## src/rtl/gmii_pkg.sv

```systemverilog
`default_nettype none
// +----------------------------------------------------------------------------+
// | gmii_pkg                                                                   |
// | Shared state encoding, framing constants and CRC-32 byte update.           |
// | Rev 1.0                                                                    |
// +----------------------------------------------------------------------------+
package gmii_pkg;

    typedef enum logic [2:0] {
        ST_IDLE     = 3'd0,
        ST_PREAMBLE = 3'd1,
        ST_SFD      = 3'd2,
        ST_DATA     = 3'd3,
        ST_PAD      = 3'd4,
        ST_FCS      = 3'd5,
        ST_ABORT    = 3'd6,
        ST_IFG      = 3'd7
    } tx_state_t;

    localparam logic [7:0]  PREAMBLE_BYTE = 8'h55;
    localparam logic [7:0]  SFD_BYTE      = 8'hD5;
    localparam logic [31:0] CRC_INIT      = 32'hFFFF_FFFF;
    localparam logic [31:0] CRC_POLY      = 32'hEDB8_8320;
    localparam int unsigned PREAMBLE_LEN  = 7;

    // Reflected CRC-32: byte enters LSB first.
    function automatic logic [31:0] crc32_update(input logic [31:0] crc,
                                                 input logic [7:0]  data);
        logic [31:0] c;
        c = crc ^ {24'h000000, data};
        for (int i = 0; i < 8; i++) begin
            c = c[0] ? ((c >> 1) ^ CRC_POLY) : (c >> 1);
        end
        return c;
    endfunction

endpackage
`default_nettype wire

```

## src/rtl/gmii_tx_framer_crc32_byte.sv

```systemverilog
`default_nettype none
// +----------------------------------------------------------------------------+
// | crc32_byte                                                                 |
// | Byte-per-enable CRC-32 engine with synchronous re-initialise.              |
// | Rev 1.0                                                                    |
// +----------------------------------------------------------------------------+
module crc32_byte
    import gmii_pkg::*;
(
    input  logic        clk,
    input  logic        rst,
    input  logic        i_init,
    input  logic        i_en,
    input  logic [7:0]  i_data,
    output logic [31:0] o_crc
);

    logic [31:0] r_crc;

    always_ff @(posedge clk or posedge rst) begin
        if (rst) begin
            r_crc <= CRC_INIT;
        end else if (i_init) begin
            r_crc <= CRC_INIT;
        end else if (i_en) begin
            r_crc <= crc32_update(r_crc, i_data);
        end
    end

    assign o_crc = r_crc;

endmodule
`default_nettype wire

```

## src/rtl/gmii_tx_framer.sv

```systemverilog
`default_nettype none
// +----------------------------------------------------------------------------+
// | gmii_tx_framer                                                             |
// | Client byte stream to GMII: preamble/SFD, padding, FCS, abort and IFG.     |
// | Rev 1.0                                                                    |
// +----------------------------------------------------------------------------+
module gmii_tx_framer
    import gmii_pkg::*;
#(
    parameter int IFG_BYTES   = 12,
    parameter int MIN_PAYLOAD = 60
) (
    input  logic        CLK125,
    input  logic        SGMII_RESET,
    input  logic        SGMII_CLK_EN,
    input  logic [7:0]  TX_DATA,
    input  logic        TX_VALID,
    input  logic        TX_LAST,
    input  logic        TX_ERR,
    output logic        TX_READY,
    output logic [7:0]  GMII_TXD,
    output logic        GMII_TX_EN,
    output logic        GMII_TX_ER,
    output logic        TX_BUSY,
    output logic [15:0] FRAME_CNT
);

    localparam logic [10:0] c_cnt_max     = 11'd2047;
    localparam logic [10:0] c_min_payload = 11'(MIN_PAYLOAD);
    localparam logic [10:0] c_ifg_last    = 11'(IFG_BYTES - 1);
    localparam logic [10:0] c_pre_last    = 11'(PREAMBLE_LEN - 1);

    tx_state_t   r_state;
    logic [10:0] r_cnt;
    logic        r_err;
    logic [7:0]  r_txd;
    logic        r_tx_en;
    logic        r_tx_er;
    logic [15:0] r_frame_cnt;

    logic [10:0] w_cnt_inc;
    logic        w_crc_init;
    logic        w_crc_en;
    logic [7:0]  w_crc_data;
    logic [31:0] w_crc;
    logic [31:0] w_fcs;
    logic [7:0]  w_fcs_byte;

    assign w_cnt_inc  = (r_cnt == c_cnt_max) ? r_cnt : r_cnt + 11'd1;
    assign w_crc_init = SGMII_CLK_EN && (r_state == ST_SFD);
    assign w_crc_en   = SGMII_CLK_EN &&
                        (((r_state == ST_DATA) && TX_VALID) || (r_state == ST_PAD));
    assign w_crc_data = (r_state == ST_PAD) ? 8'h00 : TX_DATA;

    // An errored frame sends the raw remainder, i.e. the complement of the good FCS.
    assign w_fcs      = r_err ? w_crc : ~w_crc;
    assign w_fcs_byte = w_fcs[{r_cnt[1:0], 3'b000} +: 8];

    crc32_byte u_crc (
        .clk    (CLK125),
        .rst    (SGMII_RESET),
        .i_init (w_crc_init),
        .i_en   (w_crc_en),
        .i_data (w_crc_data),
        .o_crc  (w_crc)
    );

    // Each enabled edge emits the byte for the current state; the first preamble
    // byte leaves with the IDLE edge so back-to-back gaps are exactly IFG_BYTES.
    always_ff @(posedge CLK125 or posedge SGMII_RESET) begin
        if (SGMII_RESET) begin
            r_state     <= ST_IDLE;
            r_cnt       <= '0;
            r_err       <= 1'b0;
            r_txd       <= 8'h00;
            r_tx_en     <= 1'b0;
            r_tx_er     <= 1'b0;
            r_frame_cnt <= '0;
        end else if (SGMII_CLK_EN) begin
            r_txd   <= 8'h00;
            r_tx_en <= 1'b0;
            r_tx_er <= 1'b0;
            case (r_state)
                ST_IDLE: begin
                    if (TX_VALID) begin
                        r_txd   <= PREAMBLE_BYTE;
                        r_tx_en <= 1'b1;
                        r_cnt   <= 11'd1;
                        r_state <= ST_PREAMBLE;
                    end
                end
                ST_PREAMBLE: begin
                    r_txd   <= PREAMBLE_BYTE;
                    r_tx_en <= 1'b1;
                    if (r_cnt == c_pre_last) begin
                        r_cnt   <= '0;
                        r_state <= ST_SFD;
                    end else begin
                        r_cnt <= r_cnt + 11'd1;
                    end
                end
                ST_SFD: begin
                    r_txd   <= SFD_BYTE;
                    r_tx_en <= 1'b1;
                    r_cnt   <= '0;
                    r_err   <= 1'b0;
                    r_state <= ST_DATA;
                end
                ST_DATA: begin
                    r_tx_en <= 1'b1;
                    if (TX_VALID) begin
                        r_txd   <= TX_DATA;
                        r_tx_er <= TX_ERR;
                        r_err   <= r_err | TX_ERR;
                        r_cnt   <= w_cnt_inc;
                        if (TX_LAST) begin
                            if (w_cnt_inc < c_min_payload) begin
                                r_state <= ST_PAD;
                            end else begin
                                r_cnt   <= '0;
                                r_state <= ST_FCS;
                            end
                        end
                    end else begin
                        r_tx_er <= 1'b1;
                        r_state <= ST_ABORT;
                    end
                end
                ST_PAD: begin
                    r_tx_en <= 1'b1;
                    r_cnt   <= w_cnt_inc;
                    if (w_cnt_inc >= c_min_payload) begin
                        r_cnt   <= '0;
                        r_state <= ST_FCS;
                    end
                end
                ST_FCS: begin
                    r_txd   <= w_fcs_byte;
                    r_tx_en <= 1'b1;
                    if (r_cnt[1:0] == 2'd3) begin
                        r_cnt       <= '0;
                        r_frame_cnt <= r_frame_cnt + 16'd1;
                        r_state     <= ST_IFG;
                    end else begin
                        r_cnt <= r_cnt + 11'd1;
                    end
                end
                ST_ABORT: begin
                    // The abort byte went out on entry; this edge is the first gap byte.
                    r_cnt   <= 11'd1;
                    r_state <= (IFG_BYTES > 1) ? ST_IFG : ST_IDLE;
                end
                ST_IFG: begin
                    if (r_cnt >= c_ifg_last) begin
                        r_cnt   <= '0;
                        r_state <= ST_IDLE;
                    end else begin
                        r_cnt <= r_cnt + 11'd1;
                    end
                end
                default: begin
                    r_cnt   <= '0;
                    r_state <= ST_IDLE;
                end
            endcase
        end
    end

    assign TX_READY   = (r_state == ST_DATA) && SGMII_CLK_EN && !SGMII_RESET;
    assign TX_BUSY    = (r_state != ST_IDLE);
    assign GMII_TXD   = r_txd;
    assign GMII_TX_EN = r_tx_en;
    assign GMII_TX_ER = r_tx_er;
    assign FRAME_CNT  = r_frame_cnt;

endmodule
`default_nettype wire

```

## config.mk

```make
export PLATFORM = sky130hd
export DESIGN_NAME = gmii_tx_framer
export DESIGN_NICKNAME = d
export VERILOG_FILES = /design/src/rtl/gmii_pkg.sv /design/src/rtl/gmii_tx_framer_crc32_byte.sv /design/src/rtl/gmii_tx_framer.sv
export SDC_FILE = /design/constraint.sdc
export NUM_CORES = 1
export LEC_CHECK = 0
export CORE_AREA = 2 2 84 102
export CTS_CLUSTER_DIAMETER = 150
export CTS_CLUSTER_SIZE = 30
export DETAILED_ROUTE_END_ITERATION = 6
export DIE_AREA = 0 0 86 104
export GPL_TIMING_DRIVEN = 0
export PLACE_DENSITY = 0.84
export SLEW_MARGIN = 20
export SYNTH_ARGS = -nofsm -noshare
export SYNTH_HDL_FRONTEND = slang
export SYNTH_SLANG_ARGS = --single-unit
export TNS_END_PERCENT = 1
```

## constraint.sdc

```tcl
create_clock -name CLK125 -period 5 [get_ports CLK125]
set_input_delay 1 -clock CLK125 [delete_from_list [all_inputs] [get_ports CLK125]]
set_output_delay 1 -clock CLK125 [all_outputs]
set_load 0.01 [all_outputs]
```

# Word level (Yosys, flattened, before mapping)
# Index checks and enable logic that the tools add are counted.
# word_totals
register_bits	73
latch_bits	0
mem_bits_rw	0
romBits	0
word_cells	98
mem_count	0
# classes
n_addsub	2
mul	0
div	0
magnitude_cmp	3
eq_ne	17
n_shift	1
n_mux	40
bitwise_logic	11
n_reduce_logical	16
# op_table
operator	n
2-to-1 mux 32 bit	11
inverter 13 -> 14 bit	8
2-to-1 mux 11 bit	9
one-hot mux 11 bit (8 select lines)	1
one-hot mux 8 bit (5 select lines)	1
inverter 32 bit	1
indexed part select 32 x 6 -> 8 bit	1
bitwise XOR 32 x 8 -> 32 bit	1
one-hot mux 3 bit (8 select lines)	1
2-to-1 mux 3 bit	7
adder 16 x 1 -> 16 bit, second input constant	1
2-to-1 mux 8 bit	2
== test 3 bit, second input constant	4
adder 11 x 1 -> 11 bit, second input constant	1
== test 11 bit, second input constant	1
== test 11 x 3 -> 1 bit, second input constant	1
greater-or-equal comparator 11 x 4 -> 1 bit, second input constant	1
greater-or-equal comparator 11 x 6 -> 1 bit, second input constant	1
less-than comparator 11 x 6 -> 1 bit, second input constant	1
inequality test 2 bit, second input constant	5
AND reduction 3 bit	3
2-to-1 mux 7 bit	1
AND reduction 7 bit	1
== test 3 x 2 -> 1 bit, second input constant	2
other kinds (14)	24

# Logic depth before layout (Yosys ltp)
# logic_depth
word_depth	21
mapped_depth	10
depth_no_buf	8

# By module
# From an unflattened synthesis, not the netlist that was laid out.
# unflattened
cells_unflattened	490
hier_area_um2	5216.3
# modules_own_cells
module	n_inst	cells_each	area_each_um2	seq_area_each_um2
gmii_tx_framer	1	317	2950.3	1026.0
crc32_byte	1	173	2265.9	840.8

# Worst setup path before layout
# No wires, ideal clock.
# synth_path
path_type	input-to-output
from	in SGMII_RESET
to	out TX_READY
arrival_time_ps	2885
t_required_ps	4000
path_slack_ps	1115
cell_stages	2
path_buffers	0
path_cell_list	inv_1 and3_1
# synth_between
elab_chain_len	2
# synth_lines
element	line	rtl
from (decl)	gmii_tx_framer.sv:14	input logic SGMII_RESET,
zero test 1 bit	gmii_tx_framer.sv:169	assign TX_READY = (r_state == ST_DATA) && SGMII_CLK_EN && !SGMII_RESET;
logical AND 1 bit	gmii_tx_framer.sv:169	
to (decl)	gmii_tx_framer.sv:20	output logic TX_READY,
# Every way passes these cells.

# Worst setup path in the final report
# layout_path
from	in SGMII_CLK_EN
to	out TX_READY
# layout_between
elab_chain_len	2
# layout_lines
element	line	rtl
from (decl)	gmii_tx_framer.sv:15	input logic SGMII_CLK_EN,
logical AND 1 bit (2 in series)	gmii_tx_framer.sv:169	
# Every way passes these cells.

==> results.json <==
{
  "status": "finished clean",
  "cap_violations": 0,
  "yosysWarnings": 0,
  "placed_area_um2": 5460,
  "fin_skew_ns": 0.0134,
  "syn_area_um2": 4920,
  "gp_congestion": 0.949,
  "peakVddDrop_mv": 0.275,
  "fin_crit_sh_pct": 73.5,
  "clkLatencyLatePin_ns": 0.36,
  "antenna_left": 0,
  "final-seq-area_um2": 1870,
  "clockBufferDepth": 2,
  "final_max_slew_viol_count": 0,
  "rsz0062_at_grt": "no",
  "multiInputGateArea_um2": 2830,
  "drt-total-wl_um": 13100,
  "synth_xor_area_share_pct": 22.5,
  "grtUsageTotal_pct": 31.0,
  "tritoncts": "yes",
  "cts_hold_buf": 0,
  "grt_use_met2_pct": 51.6,
  "antenna_found_initial": 0,
  "reg2regPathDepth": 8,
  "port_buffers": 39,
  "required_ns": 4.00,
  "drive_gt1_share_pct": 15.8,
  "ctsResizeCount": 0,
  "syn_area_per_cell_um2": 9.73,
  "htree_levels": 3,
  "hold_class": "flip-flop to flip-flop",
  "yosys.area_share.simple_pct": 15.1,
  "cp-end-kind": "output port",
  "start_kind": "input pin",
  "post-route-drc-count": 0,
  "whs_path_depth": 1,
  "grt_start_max_net_pins": 52,
  "synth_top_family_by_area": "XOR/XNOR gates",
  "grt_pass1_vias": 4302,
  "hold_violations": 0,
  "synth-compound-area-share_pct": 14.2,
  "cts_buffers": 9,
  "cts.clk_slew.worst_paths_ns": 0.08,
  "clock-sinks": 73,
  "synth_edf_count": 0,
  "syn-num-nets": 524,
  "vias_per_cell": 6.28,
  "finalNetCount": 575,
  "async_flop_share_pct": 100,
  "core_um2": 7970,
  "tightest_slew_ns": 1.07,
  "fin_crit_ns": 3.67,
  "hpwl_um": 9350,
  "die_w_um": 86,
  "grt-busiest-layer": "met2",
  "drt-initial-drc-count": 299,
  "crit_type": "input pin to output port",
  "finalSetupViolations": 0,
  "grt-ovfl-total": 0,
  "p_leak_nw": 2.23,
  "use_met1_pct": 37.7,
  "fill_cells": 577,
  "yosys.cell_types.count": 69,
  "dr_total_vias": 4129,
  "worstPathArrival_ns": 2.67,
  "ys_seq_area_share_pct": 37.9,
  "ys_ff_latch": 73,
  "power_density_nw_per_um2": 764,
  "cts_root_buf": "clkbuf_8",
  "die_area_um2": 8940,
  "rows": 36,
  "grtUsageMet3_pct": 4.68,
  "num_antenna_cells": 0,
  "wire_per_inst_um": 19.9,
  "finalCoreUtilization_pct": 71.2,
  "path_max_fanout": 10,
  "postCtsSetupBuffers": 0,
  "synth.area.mux_share_pct": 4.73,
  "firstDrtPassIters": 5,
  "grt_pass1_wl_um": 21800,
  "max_freq_mhz": 272,
  "synthCells": 506,
  "die_height_um": 104,
  "stdcell_area_um2": 5680,
  "synth_flop_cell": "dfrtp_1",
  "synthAdderAreaFrac_pct": 1.02,
  "area_growth_pct": 15.4,
  "start_util_pct": 61.7,
  "maxSlewHeadroom_pct": 27.9,
  "io_pins": 42
}
[worst paths after layout]
kind	startpoint	to	slack, ns
setup / recovery	SGMII_CLK_EN	TX_READY	1.33
hold / removal	FRAME_CNT[4]$_DFFE_PP0P_	FRAME_CNT[4]$_DFFE_PP0P_	0.51
setup reg to reg	r_cnt[1]$_DFFE_PP0P_	r_cnt[5]$_DFFE_PP0P_	2.02
hold reg to reg	FRAME_CNT[4]$_DFFE_PP0P_	FRAME_CNT[4]$_DFFE_PP0P_	0.51
max in group asynchronous	SGMII_RESET	u_crc.o_crc[9]$_DFFE_PP1P_	3.40
min in group asynchronous	SGMII_RESET	FRAME_CNT[12]$_DFFE_PP0P_	0.97
[synth_stat cells (4+ instances only)]
library cell | n | area share [%]
inv_1 | 19 | 1.4
xor2_1 | 36 | 6.4
o21ai_0 | 9 | 0.92
a221oi_1 | 5 | 0.89
nor3_1 | 6 | 0.61
nand2_1 | 37 | 2.8
dfstp_2 | 32 | 17
and3_1 | 6 | 0.76
a21oi_1 | 29 | 2.9
dfrtp_1 | 41 | 21
a31oi_1 | 11 | 1.4
nand4_1 | 7 | 0.89
nand3_1 | 11 | 1.1
clkbuf_1 | 16 | 1.2
buf_2 | 8 | 0.81
o22ai_1 | 11 | 1.4
nor4_1 | 4 | 0.51
ha_1 | 4 | 1.0
xnor2_1 | 72 | 13
nor2_1 | 51 | 3.9
mux4_2 | 8 | 3.7
o22a_1 | 6 | 1.1
buf_1 | 4 | 0.31
[worst max-delay path, stage by stage]
cell and delay [ns]:
clkdlybuf4s50_1 0.54, clkbuf_1 0.37, and3_1 0.23, clkdlybuf4s50_1 0.53
[cell type report]
type                    instances  share of cell area, %
plain buffers                  32                   2.69
clock buffers                  10                   2.42
clock inverters                 6                   1.43
inverters                      19                   1.30
multi-input cells             382                   49.8
flip-flops and latches         73                   32.9
well taps                      95                   2.09
repair buffers                 40                   7.36
[cell families after synthesis]
family          after synthesis
flops                        73
fa+ha+maj                     4
mux                          13
xor+xnor                    116
buf+inv                      51
simple gates                148
compound gates              101
[sequential cells by signal, indices dropped and copies added (netlist names)]
| name | flops |
|---|---|
| r_err | 1 |
| GMII_TX_EN | 1 |
| FRAME_CNT | 16 |
| GMII_TX_ER | 1 |
| GMII_TXD | 8 |
| r_cnt | 11 |
| u_crc.o_crc | 32 |
| r_state | 3 |
[stage by stage]
stage | hold WS [ns] | std cells | setup slack (ns) | setup TNS, ns | total power [W]
floorplan | 0.493 | 506 | 1.11 | 0 | 0.00316
global placement | 0.455 | 640 | -0.383 | -0.383 | 0.00365
detailed placement | 0.482 | 641 | 1.34 | 0 | 0.00375
CTS | 0.499 | 657 | 1.33 | 0 | 0.00431
global route | 0.518 | 657 | 1.25 | 0 | 0.00461
finish | 0.512 | 657 | 1.33 | 0 | 0.00434
[cells in the final DEF, fill, tap and decap left out, drive strengths merged, types with 11 or more instances in the layout]
master	n
xnor2	74
nand2	39
clkdlybuf4s50	39
o21ai	11
nor2	51
inv	19
a21oi	29
o22ai	11
xor2	39
dfstp	32
clkbuf	26
nand3	12
buf	17
a31oi	11
dfrtp	41
[power by group]
part	internal (W)	switching, W	leakage, nW
clock	0.000291	0.000226	0.110
combinational	0.00127	0.00149	1.23
sequential	0.000874	0.000185	0.890
total	0.00243	0.00191	2.23
[metal layers]
layer | up-vias | wire (um)
li1 | 1876 | -
met1 | 2007 | 5000
met2 | 199 | 6660
met3 | 47 | 844
met4 | 0 | 602
met5 | - | 0
Note: power is estimated with default switching activity, not from simulation.
